## config.mk

```make
export PLATFORM = sky130hd
export DESIGN_NAME = rx_crc32_check
export DESIGN_NICKNAME = d
export VERILOG_FILES = /design/src/rtl/rx_crc32_check.sv
export SDC_FILE = /design/constraint.sdc
export NUM_CORES = 1
export LEC_CHECK = 0
export BUFFER_PORTS_ARGS = -buffer_cell sky130_fd_sc_hd__clkbuf_2
export CAP_MARGIN = 20
export CELL_PAD_IN_SITES_DETAIL_PLACEMENT = 1
export CELL_PAD_IN_SITES_GLOBAL_PLACEMENT = 2
export CORE_ASPECT_RATIO = 0.5
export CORE_UTILIZATION = 35
export DETAILED_ROUTE_END_ITERATION = 6
export GPL_TIMING_DRIVEN = 0
export HOLD_SLACK_MARGIN = 0.03
export PLACE_DENSITY_LB_ADDON = 0.1
export SYNTH_ARGS = -nofsm -noshare
export SYNTH_HDL_FRONTEND = slang
export SYNTH_SLANG_ARGS = --single-unit
```

## constraint.sdc

```tcl
create_clock -name i_clk -period 9.3 [get_ports i_clk]
set_input_delay 1.395 -clock i_clk [delete_from_list [all_inputs] [get_ports i_clk]]
set_output_delay 1.395 -clock i_clk [all_outputs]
set_load 0.02 [all_outputs]
```

## src/rtl/rx_crc32_check.sv

```systemverilog
// Receive-side Ethernet FCS checker: 1-cycle AXIS pass-through plus CRC-32 residue verdict.
// Optional macro RUNT_CHECK_EN adds a minimum-length (runt) check to the verdict.
module rx_crc32_check #(
    parameter logic [31:0] P_CRC_INIT  = 32'hFFFFFFFF,
    parameter logic [31:0] P_RESIDUE   = 32'hDEBB20E3,
    parameter logic [15:0] P_MIN_BYTES = 16'd64
) (
    input  logic        i_clk,
    input  logic        i_rst_n,
    input  logic [63:0] s_axis_rdata,
    input  logic [79:0] s_axis_ruser,
    input  logic [7:0]  s_axis_rkeep,
    input  logic        s_axis_rlast,
    input  logic        s_axis_rvalid,
    output logic [63:0] m_axis_rdata,
    output logic [79:0] m_axis_ruser,
    output logic [7:0]  m_axis_rkeep,
    output logic        m_axis_rlast,
    output logic        m_axis_rvalid,
    output logic        o_crc_valid,
    output logic        o_crc_error
);

    function automatic logic [31:0] crc_byte(input logic [31:0] c, input logic [7:0] d);
        logic [31:0] r;
        r = c ^ {24'd0, d};
        for (int i = 0; i < 8; i++)
            r = r[0] ? ((r >> 1) ^ 32'hEDB88320) : (r >> 1);
        return r;
    endfunction

    logic        in_frame;
    logic [31:0] crc_q;
    logic        bad_q;
    logic        fin_pend;
    logic [31:0] fin_crc;
    logic        fin_bad;
    logic        fin_runt;

    logic        start;
    logic        beat_last;
    logic [31:0] crc_base;
    logic [31:0] fold [0:8];
    logic [3:0]  nbytes;
    logic [31:0] crc_next;
    logic        keep_ok_last;
    logic        keep_bad;
    logic        bad_next;

    assign start     = s_axis_rvalid & ~in_frame;
    assign beat_last = s_axis_rvalid & s_axis_rlast;
    assign crc_base  = start ? P_CRC_INIT : crc_q;

    // Chain of byte folds; the tap at the keep popcount is the beat's result.
    always_comb begin
        fold[0] = crc_base;
        for (int k = 1; k <= 8; k++)
            fold[k] = crc_byte(fold[k-1], s_axis_rdata[8*(k-1) +: 8]);
        nbytes = '0;
        for (int i = 0; i < 8; i++)
            nbytes = nbytes + {3'd0, s_axis_rkeep[i]};
        crc_next = fold[8];
        for (int k = 0; k < 8; k++)
            if (nbytes == k[3:0])
                crc_next = fold[k];
    end

    assign keep_ok_last = (s_axis_rkeep != 8'h00) &&
                          ((s_axis_rkeep & (s_axis_rkeep + 8'd1)) == 8'h00);
    assign keep_bad     = s_axis_rlast ? ~keep_ok_last : (s_axis_rkeep != 8'hFF);
    assign bad_next     = (~start & bad_q) | keep_bad;

    always_ff @(posedge i_clk or negedge i_rst_n) begin
        if (!i_rst_n) begin
            m_axis_rdata  <= '0;
            m_axis_ruser  <= '0;
            m_axis_rkeep  <= '0;
            m_axis_rlast  <= 1'b0;
            m_axis_rvalid <= 1'b0;
        end else begin
            m_axis_rdata  <= s_axis_rdata;
            m_axis_ruser  <= s_axis_ruser;
            m_axis_rkeep  <= s_axis_rkeep;
            m_axis_rlast  <= s_axis_rlast;
            m_axis_rvalid <= s_axis_rvalid;
        end
    end

    always_ff @(posedge i_clk or negedge i_rst_n) begin
        if (!i_rst_n) begin
            in_frame <= 1'b0;
            crc_q    <= P_CRC_INIT;
            bad_q    <= 1'b0;
        end else if (s_axis_rvalid) begin
            in_frame <= ~s_axis_rlast;
            crc_q    <= crc_next;
            bad_q    <= bad_next;
        end
    end

    // Verdict is snapshotted at rlast so a following frame can reuse crc_q.
    always_ff @(posedge i_clk or negedge i_rst_n) begin
        if (!i_rst_n) begin
            fin_pend    <= 1'b0;
            fin_crc     <= '0;
            fin_bad     <= 1'b0;
            o_crc_valid <= 1'b0;
            o_crc_error <= 1'b0;
        end else begin
            fin_pend <= beat_last;
            if (beat_last) begin
                fin_crc <= crc_next;
                fin_bad <= bad_next;
            end
            o_crc_valid <= fin_pend;
            o_crc_error <= fin_pend &
                           ((fin_crc != P_RESIDUE) | fin_bad | fin_runt);
        end
    end

`ifdef RUNT_CHECK_EN
    logic [15:0] cnt_q;
    logic [16:0] cnt_sum;
    logic [15:0] cnt_next;

    assign cnt_sum  = {1'b0, start ? 16'd0 : cnt_q} + {13'd0, nbytes};
    assign cnt_next = cnt_sum[16] ? 16'hFFFF : cnt_sum[15:0];

    always_ff @(posedge i_clk or negedge i_rst_n) begin
        if (!i_rst_n) begin
            cnt_q    <= '0;
            fin_runt <= 1'b0;
        end else begin
            if (s_axis_rvalid)
                cnt_q <= cnt_next;
            if (beat_last)
                fin_runt <= (cnt_next < P_MIN_BYTES);
        end
    end
`else
    logic unused_min;
    assign unused_min = ^P_MIN_BYTES;
    assign fin_runt   = 1'b0;
`endif

endmodule

```

Word-level counts from Yosys, hierarchy flattened
Index checks and enable logic that the tools add are counted.
- input port bits: 156
- register bits: 224
- word-level logic and storage cells: 191
- output and inout bits: 156
- bitwise logic cells: 83
- reduce and logical (&&, ||, !) cells: 4
- add/subtract/negate cells: 8
- multiplexer cells: 74
- equal/unequal tests: 9
- operators with widths (operator ; count):
    2-to-1 mux 32 bit ; 73
    inverter 13 -> 14 bit ; 64
    XOR 32 x 8 -> 32 bit ; 8
    != test 32 bit, second input constant ; 1
    adder 4 x 1 -> 4 bit ; 6
    equality test 4 x 3 -> 1 bit, second input constant ; 4
    adder 8 x 1 -> 8 bit, second input constant ; 1
    bitwise AND 8 bit ; 1
    equality test 4 x 2 -> 1 bit, second input constant ; 2
    zero test 8 bit ; 1
    != test 8 bit, second input constant ; 1
    nonzero test 8 bit ; 1
    bitwise AND 1 bit ; 4
    equality test 4 x 1 -> 1 bit, second input constant ; 1
    zero test 4 bit ; 1
    inverter 1 bit ; 4
    adder 1 x 1 -> 2 bit ; 1
    bitwise OR 1 bit ; 2
    logical AND 1 bit ; 1
    2-to-1 mux 1 bit ; 1

Depth between registers and ports, before layout
Gate-level depths: netlist of the first run.
- depth in word-level cells: 147
- gate-level depth with buffers: 25
- mapped depth without buffers: 19

Least setup slack after synthesis of the first run
No wires, ideal clock.
- path type: in2reg
- from: in s_axis_rvalid
- to: reg fin_crc[8]
- setup time: 0.125 ns
- arrival: 7.860 ns
- slack: 1.316 ns
- path buffers: 3
- stages on the path: 22
- data required time: 9.175 ns
- cell sequence: nor2b_2 -> buf_6 -> nor2_4 -> xor2_4 -> xor3_2 -> xnor3_2 -> xnor2_2 -> xnor2_2 -> xnor3_1 -> buf_6 -> xnor3_1 -> buf_6 -> xnor2_4 -> xnor3_2 -> xnor2_4 -> xnor3_2 -> xnor2_4 -> xor3_1 -> a221o_1 -> a222oi_1 -> a211oi_1 -> mux2_2
- word-level cells in the longest chain between the ends: 108
- elaborated cells on any way between the ends: 143
- classes of those cells: 73 x mux; 70 x bitwise
- ends and longest elaborated chain (item ; line ; text):
    start, declared ; 14 ; input logic s_axis_rvalid,
    bitwise AND 1 bit ; 50 ; assign start = s_axis_rvalid & ~in_frame;
    2-to-1 mux 32 bit ; 52 ; assign crc_base = start ? P_CRC_INIT : crc_q;
    XOR 32 x 8 -> 32 bit ; 26 ; r = c ^ {24'd0, d};
    2-to-1 mux 32 bit or inverter 13 -> 14 bit (tied branches) ; -- ;
    2-to-1 mux 32 bit ; 28 ; r = r[0] ? ((r >> 1) ^ 32'hEDB88320) : (r >> 1);
    inverter 13 -> 14 bit (no line) or 2-to-1 mux 32 bit (tied branches) ; -- ;
    2-to-1 mux 32 bit or inverter 13 -> 14 bit (tied branches) (6 in series) ; -- ;
    XOR 32 x 8 -> 32 bit or 2-to-1 mux 32 bit (tied branches) ; 26, 28 ;
    [... 78 more ...] ; -- ;
    2-to-1 mux 32 bit ; 28 ;
    2-to-1 mux 32 bit or inverter 13 -> 14 bit (tied branches) ; -- ;
    2-to-1 mux 32 bit (3 in series) ; 28 ;
    inverter 13 -> 14 bit (no line) or 2-to-1 mux 32 bit (tied branches) ; -- ;
    2-to-1 mux 32 bit ; 28 ;
    inverter 13 -> 14 bit (no line) or 2-to-1 mux 32 bit (tied branches) ; -- ;
    2-to-1 mux 32 bit ; 28 ;
    2-to-1 mux 32 bit (8 in series) ; 64 ; if (nbytes == k[3:0])
    end signal, assigned ; 112 ; fin_crc <= crc_next;
    end, declared ; 36 ; logic [31:0] fin_crc;
Several ways; a longest one is shown, not always the timed one.
A chain may end at the register's enable or synchronous reset.

Worst setup path after layout of the first run
- from: in s_axis_rvalid
- to: reg fin_crc[12]
- word-level cells in the longest chain between the ends: 108
- elaborated cells on any way between the ends: 140
- classes of those cells: 73 x mux; 67 x bitwise
- ends and longest elaborated chain (item ; line):
    bitwise AND 1 bit ; 50
    2-to-1 mux 32 bit ; 52
    XOR 32 x 8 -> 32 bit ; 26
    2-to-1 mux 32 bit (2 in series) ; 28
    inverter 13 -> 14 bit (no line) ; --
    2-to-1 mux 32 bit ; 28
    inverter 13 -> 14 bit (no line) ; --
    2-to-1 mux 32 bit (3 in series) ; 28
    [... 76 more ...] ; --
    inverter 13 -> 14 bit (no line) ; --
    2-to-1 mux 32 bit ; 28
    XOR 32 x 8 -> 32 bit ; 26
    inverter 13 -> 14 bit (no line) ; --
    2-to-1 mux 32 bit (4 in series) ; 28
    inverter 13 -> 14 bit (no line) ; --
    2-to-1 mux 32 bit (4 in series) ; 28
    2-to-1 mux 32 bit (8 in series) ; 64
Several ways; a longest one is shown, not always the timed one.

==> metrics, run 1 <==
status=finished with violations; failing checks=negative setup slack; commonest non-fill, non-tap cell in the layout=xnor2_1; WL per Instance=31.3 um; final worst path period need=9.38 ns; final setup vio count=4; num rows=61; Critical Path Source Type=input port; mapped cell area=0.0197 mm^2; maxcap violations=0; DR iter-0 viols=1563; f_max=107 MHz; PortBufs=311; largest family of logic cells by synthesized area=XOR/XNOR gates; count of different cell masters after synthesis=69; Post-Synth Simple-Gate Area=5.44%; vias=15.1k; CP arrival=9.88 ns; Synth area leaders=dfrtp_1 24%, xnor2_1 17%, xnor3_1 16%; Top Ports=312; mux contribution to synthesized area=1.67%; CTS max path bufs=3; Seq/Total Area, Yosys=28.6%; Worst Setup End Kind=flop; Starting Density=35.5%; Crit path top cell by count=xnor3_1; vias in the first global route=15.3k; initial antenna violation count=2; DRC Markers=0; Post-synth top flop=dfrtp_1; Rel. slew slack=27.6%; mean post-synth cell area=11.6 um^2; hold path cells=0; Post-synth ARST share=100%; Die Y=170 um; Reg clk slew, reported paths=0.06 ns; Hold/Removal Path Class=reg -> reg; die width=338 um; Congestion Overflow GR=0; total wire length=88300 um; placed cell area=0.0223 mm^2; die area=0.0574 mm^2; fillers=6114; critical path cell sequence=clkbuf_2 > nor2b_2 > buf_6 > buf_6 > nor2_1 > xnor2_1 > buf_4 > xor2_2 > xnor2_1 > xor2_1 > xnor2_2 > xnor3_1 > xor2_2 > xor3_1 > xnor3_1 > xnor2_4 > xnor2_2 > xnor3_1 > a222oi_1 > a211oi_1 > o32ai_1 > a222oi_1 > buf_4 > mux2_2; final hold vios=0; Post-Synth Adder-Cell Area=0.849%; Critical Path RT=9.79 ns; Worst Clk Skew=0.0363 ns; Post-synth EDFFs=0; Mapped Cells=1696; gpl congestion=0.994; Post-Synth XOR/XNOR Area=51.2%; crit-path max cell delay=0.85 ns; Core Footprint=0.0556 mm^2; #FFs+latches synth=224; Mapped Nets=1863; largest net degree at the start of global routing=106; post-route cell area=0.0235 mm^2; Worst Hold Slack=0.377 ns; TritonCTS clock tree=built; WS Path Type=in -> reg; All-Layer GR Usage=30.6%; area leader, netlist=dfrtp_1; Sink Count=224; Worst-Skew Late Latency=0.61 ns; drt pass-1 iters=7; most frequent cells in the layout=352 x xnor2_1, 312 x clkbuf_2, 192 x dfrtp_1, 145 x xor2_1, 136 x xnor3_1; vias per cell=5.35; Final Max Tran Viols=0; fin crit share=101%; share of the synthesized area in the top cell type=24.3%; setup slack after layout=-0.0833 ns; yosys warns=0; HPWL after DPL=72600 um; RSZ-0062 raised after global routing=true; Clk Tree Root Cell=clkbuf_16; crit-path max FO=10; FF-to-FF setup slack=0.28 ns; Compound-Gate Fraction of Synth Area=9.67%; ratio of cells with drive above 1 in the final layout=28.0%; H-tree levels=1; DRT antenna net count=0; Layout area overhead=19.3%; cts bufs inserted=24; first-pass GRT wire length=121000 um; worst reg-to-reg path cell count=22; critical path's slowest cell=xnor2_1; NumNets Final=2212; worst slew pin tran=1.08 ns
==> synthesized netlist by cell type (all sizes together) (17+ instances only) <==
library cell and instances:
xnor2 425, dfrtp 192, xor2 165, xnor3 153, nor2 131, a21oi 96
nand2 83, o21ai 75, clkbuf 54, buf 32, dfstp 32, xor3 30
mux2 23, inv 18, o221ai 18, o22ai 17
==> stage by stage <==
| stage | worst slack [ns] | instances | utilization [%] | TNS, ns |
|---|---|---|---|---|
| final | -0.0833 | 2821 | 42.3 | -0.194 |
| after CTS | 0.00649 | 2813 | 41.9 | 0 |
| after global placement | -1.60 | 2763 | 40.0 | -46.53 |
| after global routing | -0.0642 | 2821 | 42.3 | -0.350 |
| after floorplan | 1.32 | 1696 | - | 0 |
| after detailed placement | -1.32 | 2768 | 40.1 | -41.75 |
==> cell type report <==
| type | count | area [um^2] | area share [%] |
|---|---|---|---|
| Clock buffer | 35 | 726 | 3.08 |
| Clock inverter | 9 | 87.6 | 0.372 |
| Antenna cell | 2 | 5.00 | 0.0213 |
| Inverter | 19 | 71.3 | 0.303 |
| Tap cell | 756 | 946 | 4.02 |
| Multi-Input combinational cell | 1367 | 13900 | 59.2 |
| Buffer | 86 | 430 | 1.83 |
| Sequential cell | 224 | 5650 | 24.0 |
| Timing Repair Buffer | 323 | 1700 | 7.22 |
==> logic make-up (layout without fill, tap and decap cells) <==
family,count (synthesis),in the layout
simple gates,251,251
fa+ha+maj,11,11
xor+xnor,773,773
mux,30,30
other cells,0,2
compound gates,302,302
buf+inv,105,472
flops,224,224
==> worst max-delay path, delay by kind of cell <==
family | cells | cell delay (ns)
AO/OA/AOI/OAI | 4 | 1.17
XOR/XNOR | 12 | 5.78
buffers and inverters | 5 | 1.01
multiplexers | 1 | 0.26
AND/OR/NAND/NOR | 2 | 0.23
==> registers in the layout (all words and copies together) (netlist names) <==
signal         count
m_axis_rdata      64
fin_crc           32
m_axis_rkeep       8
m_axis_rvalid      1
o_crc_valid        1
bad_q              1
fin_bad            1
m_axis_ruser      80
crc_q             32
o_crc_error        1
in_frame           1
fin_pend           1
m_axis_rlast       1
==> worst paths after layout <==
path                                from               end
setup / recovery           s_axis_rvalid       fin_crc[12]
min in group asynchronous        i_rst_n  m_axis_ruser[59]
setup reg to reg                crc_q[6]       fin_crc[12]
hold reg to reg                 fin_pend       o_crc_valid
max in group asynchronous        i_rst_n  m_axis_rdata[23]
hold / removal                  fin_pend       o_crc_valid
==> timing repair <==
| action | in CTS | in global routing |
|---|---|---|
| buffers inserted | 1 | 4 |
| endpoints found under the setup margin | 33 | 26 |
| hold buffers | 0 | 0 |
| gates resized for setup | 21 | 22 |
| pin swaps | 1 | 1 |
==> metal layers <==
| metal | share of wire (%) | wire, um | global-route usage [%] |
|---|---|---|---|
| met5 | 0 | 0 | 0 |
| met4 | 1.8 | 1560 | 5.06 |
| met3 | 11 | 9770 | 10.7 |
| met2 | 41 | 36400 | 44.5 |
| met1 | 46 | 40600 | 43.9 |
Power of run 1 is not shown: default switching activity piles up to over one toggle a cycle in this logic, so the estimate is an artifact.
==> inputs of run 2 (changes only) <==
--- a/config.mk
+++ b/config.mk
@@ -5,13 +5,13 @@
 export SDC_FILE = /design/constraint.sdc
 export NUM_CORES = 1
 export LEC_CHECK = 0
-export BUFFER_PORTS_ARGS = -buffer_cell sky130_fd_sc_hd__clkbuf_2
 export CAP_MARGIN = 20
 export CELL_PAD_IN_SITES_DETAIL_PLACEMENT = 1
 export CELL_PAD_IN_SITES_GLOBAL_PLACEMENT = 2
 export CORE_ASPECT_RATIO = 0.5
 export CORE_UTILIZATION = 35
 export DETAILED_ROUTE_END_ITERATION = 6
+export DONT_BUFFER_PORTS = 1
 export GPL_TIMING_DRIVEN = 0
 export HOLD_SLACK_MARGIN = 0.03
 export PLACE_DENSITY_LB_ADDON = 0.1
==> run 2 against run 1 <==
Compared with the run above: the run still ends with negative setup slack left; highest routed layer unchanged; hold slack improved by 0.00061 ns; non-clock buffer count fell by 318; critical path type unchanged; worst setup slack improved by 0.040 ns; first-iteration DRC count fell by 5.8%; final area fell by 7.1%; via count fell by 5.3%.
==> metrics, run 2 (synthesis results as in run 1) <==
status=finished with violations; All-Layer GR Usage=32.1%; NumNets Final=1893; CTS max path bufs=3; critical path's slowest cell=xnor2_1; final setup vio count=2; most frequent cells in the layout=351 x xnor2_1, 192 x dfrtp_1, 143 x xor2_1, 136 x xnor3_1, 118 x nor2_1; crit-path max cell delay=0.71 ns; DRC Markers=0; TritonCTS clock tree=built; HPWL after DPL=76200 um; Clk Tree Root Cell=clkbuf_16; WL per Instance=37.1 um; vias=14.3k; maxcap violations=0; TNS Setup=-0.0853 ns; final hold vios=0; Hold/Removal Path Class=reg -> reg; Final Max Tran Viols=0; total wire length=92700 um; Worst Hold Slack=0.378 ns; Top Ports=312; Layout area overhead=10.8%; Critical Path Source Type=input port; DRT antenna net count=0; largest net degree at the start of global routing=225; first-pass GRT wire length=125000 um; Starting Density=35.5%; vias in the first global route=14.3k; commonest non-fill, non-tap cell in the layout=xnor2_1; ratio of cells with drive above 1 in the final layout=15.2%; placed cell area=0.0207 mm^2; critical path cell sequence=nor2b_2 > buf_6 > buf_6 > buf_6 > nor2_1 > xnor2_1 > xnor3_1 > xnor2_4 > xnor3_1 > xor2_1 > xnor2_1 > xnor3_1 > xnor2_2 > xnor3_1 > xnor2_2 > xnor3_1 > xnor2_1 > xnor2_2 > xnor2_1 > a311oi_1 > a2bb2oi_1 > mux2_2; worst slew pin tran=1.37 ns; max FFs per register=80; gpl congestion=0.980; setup slack after layout=-0.0435 ns; Worst Setup End Kind=flop; cts bufs inserted=23; cts hold-fix bufs=0; WS Path Type=in -> reg; Critical Path RT=9.86 ns; Worst-Skew Late Latency=0.62 ns; final worst path period need=9.34 ns; Congestion Overflow GR=0; CP top delay family=XOR/XNOR gates; Worst Clk Skew=0.0651 ns; RSZ-0062 raised after global routing=true; DP Worst Slack=-1.53 ns; DR iter-0 viols=1473; vias per cell=5.72; PortBufs=0; crit-path max FO=10; Most flops, register=m_axis_ruser; drt pass-1 iters=7; Crit path buffers/inverters=3; biggest regs=m_axis_ruser: 80 flops, m_axis_rdata: 64 flops; die area=0.0574 mm^2; Die Y=170 um; Sink Count=224; Crit path top cell by count=xnor3_1; num rows=61; Rel. slew slack=8.57%; failing checks=negative setup slack; die width=338 um; Core Footprint=0.0556 mm^2; H-tree levels=1; initial antenna violation count=10; CP arrival=9.90 ns; f_max=107 MHz; fin crit share=100%; Reg clk slew, reported paths=0.06 ns; post-route cell area=0.0219 mm^2
## run 2: cell count changes in the layout (fill, tap and decap cells not counted), sizes merged
cell and delta:
buf -6, inv -2, bufinv +2, diode -1, clkbuf -317, clkinv +1
clkinvlp +1
## run 2: layer usage
layer  vias up  global-route usage (%)  part of all wire (%)
met3        71                    8.34                   9.9
met4         0                    3.19                   1.1
li1       5857                       -                     -
met5         -                       0                     0
met2       765                    45.4                    41
met1      7593                    49.7                    48
## run 2: final cells by class
| class | count | area [um^2] |
|---|---|---|
| Multi-Input combinational cell | 1367 | 14000 |
| Clock buffer | 30 | 642 |
| Buffer | 86 | 430 |
| Inverter | 19 | 71.3 |
| Timing Repair Buffer | 5 | 32.5 |
| Tap cell | 756 | 946 |
| Sequential cell | 224 | 5650 |
| Fill cell | 5942 | 33800 |
| Clock inverter | 11 | 146 |
| Antenna cell | 1 | 2.50 |
## run 2: worst reg2reg max path: stages, from the launching register on
cell and delay (ns):
dfstp_2 0.51, buf_2 0.27, xnor2_1 0.24, nor2_1 0.12
xnor2_1 0.80, xnor2_1 0.32, xnor3_1 0.48, xnor3_1 0.46
xnor2_4 0.42, xor2_1 0.41, xnor3_1 0.49, buf_6 0.18
xnor2_4 0.30, xnor3_1 0.65, xnor2_2 0.52, xnor3_1 0.55
xnor2_1 0.71, xnor2_2 0.19, xnor2_1 0.14, a311oi_1 0.48
a2bb2oi_1 0.52, mux2_2 0.26
## run 2: timing repair
action                     4_1_cts  5_1_grt
setup endpoints to repair       49       27
pin swaps                        2        0
gates resized for setup         23       25
cloned                           0        0
buffers inserted                 2        0
## run 2: metrics by stage
stage / util, % / cells
after floorplan: - / 1696
after global placement: 37.2 / 2452
after detailed placement: 37.2 / 2455
after CTS: 39.0 / 2498
after global routing: 39.3 / 2498
final: 39.3 / 2499
## run 2: worst paths after layout
check | startpoint | to | slack (ns) | cells after the start
max | s_axis_rvalid | crc_q[16] | -0.04 | 22
min | fin_pend | o_crc_valid | 0.38 | 0
max reg2reg | crc_q[4] | crc_q[16] | 0.24 | 21
min reg2reg | fin_pend | o_crc_valid | 0.38 | 0
max in group asynchronous | i_rst_n | crc_q[5] | 8.55 | 0
min in group asynchronous | i_rst_n | fin_crc[13] | 0.48 | 0
Power of run 2 is left out for the same reason.
==> inputs of run 3 (changes only) <==
--- a/config.mk
+++ b/config.mk
@@ -5,6 +5,7 @@
 export SDC_FILE = /design/constraint.sdc
 export NUM_CORES = 1
 export LEC_CHECK = 0
+export ABC_AREA = 1
 export CAP_MARGIN = 20
 export CELL_PAD_IN_SITES_DETAIL_PLACEMENT = 1
 export CELL_PAD_IN_SITES_GLOBAL_PLACEMENT = 2
==> run 3 against run 2 <==
Compared with the run above: the run now ends clean; via count grew 76%; sequential cell count stayed put; non-clock buffer count is 1 higher; critical path depth up 36; sequential share of layout area decreased by 3.0 points; cell count up 86%; highest routed layer is now met5; wire length increased by 23%.
==> metrics, run 3 <==
final hold vios=0; initial antenna violation count=9; Post-synth top flop=dfrtp_1; Post-synth EDFFs=0; Layout area overhead=8.83%; most common cell in the netlist=nand2_1; Post-synth ARST share=100%; f_max=112 MHz; Reg clk slew, reported paths=0.07 ns; Clk Tree Root Cell=clkbuf_16; RSZ-0062 raised after global routing=false; H-tree levels=1; max FFs per register=80; Mapped Cells=3728; gpl congestion=0.980; crit-path max cell delay=0.28 ns; most frequent cells in the layout=1773 x nand2_1, 563 x nand3_1, 297 x inv_1, 220 x nand2_2, 192 x dfrtp_1; ratio of cells with drive above 1 in the final layout=14.5%; Critical Path Source Type=input port; cts hold-fix bufs=0; status=completed; Most flops, register=m_axis_ruser; Seq/Total Area, Yosys=24.9%; area leader, netlist=nand2_1; NumNets Final=3923; WS Path Type=in -> reg; HPWL after DPL=95500 um; commonest non-fill, non-tap cell in the layout=nand2_1; Storage cell area=0.00565 mm^2; placed cell area=0.0238 mm^2; crit-path max FO=10; WL per Instance=24.6 um; #FFs+latches synth=224; mean post-synth cell area=6.09 um^2; Worst Clk Skew=0.0605 ns; DRC Markers=0; count of different cell masters after synthesis=57; Starting Density=35.7%; vias in the first global route=24.1k; post-route cell area=0.0247 mm^2; Mapped Nets=3895; PortBufs=0; maxcap violations=0; Die Y=182 um; Crit path top cell by count=nand2_1; Congestion Overflow GR=0; vias=25.2k; Synth area leaders=nand2_1 30%, dfrtp_1 21%, nand3_1 12%; Core Footprint=0.0636 mm^2; Critical Path RT=9.79 ns; Hold/Removal Path Class=reg -> reg; Rel. slew slack=15.2%; DR iter-0 viols=2303; DRT antenna net count=0; Worst Setup End Kind=flop; total wire length=114000 um; biggest regs=m_axis_ruser: 80 flops, m_axis_rdata: 64 flops; Crit path buffers/inverters=7; first-pass GRT wire length=163000 um; final setup vio count=0; worst slew pin tran=1.27 ns; Multi-input gate area=0.0151 mm^2; vias per cell=5.42; fillers=8619; cts bufs inserted=23; final worst path period need=8.96 ns; TritonCTS clock tree=built; Final Max Tran Viols=0; share of the synthesized area in the top cell type=29.6%; All-Layer GR Usage=33.9%; Worst-Skew Late Latency=0.61 ns; yosys warns=0; mapped cell area=0.0227 mm^2; Top Ports=312; largest net degree at the start of global routing=225; Sink Count=224; top cells by count, synth=1793 x nand2_1, 567 x nand3_1, 298 x inv_1; CTS max path bufs=3; critical path's slowest cell=a21oi_2; die width=362 um; CP arrival=9.44 ns; die area=0.0659 mm^2; num rows=65; CP top delay family=simple AND/OR/NAND/NOR gates; fin crit share=96.3%; drt pass-1 iters=5
## run 3: final timing paths
| check | from | to | slack [ns] | cells past startpoint |
|---|---|---|---|---|
| worst max-delay path | s_axis_rvalid | crc_q[6] | 0.34 | 58 |
| worst min-delay path | fin_pend | o_crc_valid | 0.41 | 0 |
| worst max register to register | crc_q[2] | crc_q[6] | 0.76 | 56 |
| worst min register to register | fin_pend | o_crc_valid | 0.41 | 0 |
| max in group asynchronous | i_rst_n | crc_q[27] | 8.53 | 0 |
| min in group asynchronous | i_rst_n | fin_crc[11] | 0.49 | 0 |
## run 3: final cells by class
| cell class | instances | share of cell area (%) |
|---|---|---|
| Multi-Input combinational cell | 3092 | 61.1 |
| Tap cell | 871 | 4.41 |
| Clock buffer | 32 | 2.51 |
| Clock inverter | 9 | 0.461 |
| Inverter | 323 | 5.00 |
| Timing Repair Buffer | 3 | 0.0912 |
| Sequential cell | 224 | 22.8 |
| Antenna cell | 4 | 0.0405 |
| Buffer | 89 | 3.53 |
## run 3: cell families after synthesis
group	after synthesis	share of synthesized area, %
AND/OR/NAND/NOR	2761	55.3
buffers and inverters	412	9.27
flip-flops	224	24.9
AO/OA/AOI/OAI	191	4.41
XOR/XNOR	129	5.37
adder cells (fa/ha/maj)	11	0.738
## run 3: worst register-to-register path: cells and delay by family (launching register included)
family          cells  cell delay, ns
compound gates      2            0.39
simple gates       50            6.88
buf+inv             4            0.58
flops               1            0.53
## run 3: timing repair
action | 4_1_cts | 5_1_grt
resized for setup | 1 | 41
endpoints found under the setup margin | 1 | 62
pin swaps | 0 | 1
buffers inserted | 0 | 2
cloned | 0 | 0
## run 3: through the flow
step | setup slack [ns] | std cells | TNS (ns) | hold slack, ns | util (%)
2_1_floorplan | 2.75 | 3728 | 0 | 0.353 | -
3_3_place_gp | -0.446 | 4599 | -13.16 | 0.374 | 37.4
3_5_place_dp | -0.583 | 4599 | -20.17 | 0.385 | 37.4
4_1_cts | 0.148 | 4640 | 0 | 0.409 | 38.6
5_1_grt | 0.0207 | 4644 | 0 | 0.417 | 38.8
6_report | 0.343 | 4647 | 0 | 0.406 | 38.8
## run 3: layer usage
metal	vias up	global-route usage, %	routed length, um
li1	11797	-	-
met1	12408	51.1	56200
met2	903	48.8	46100
met3	84	8.55	10600
met4	2	4.59	1430
met5	-	0.944	90
Power of run 3 is left out for the same reason.
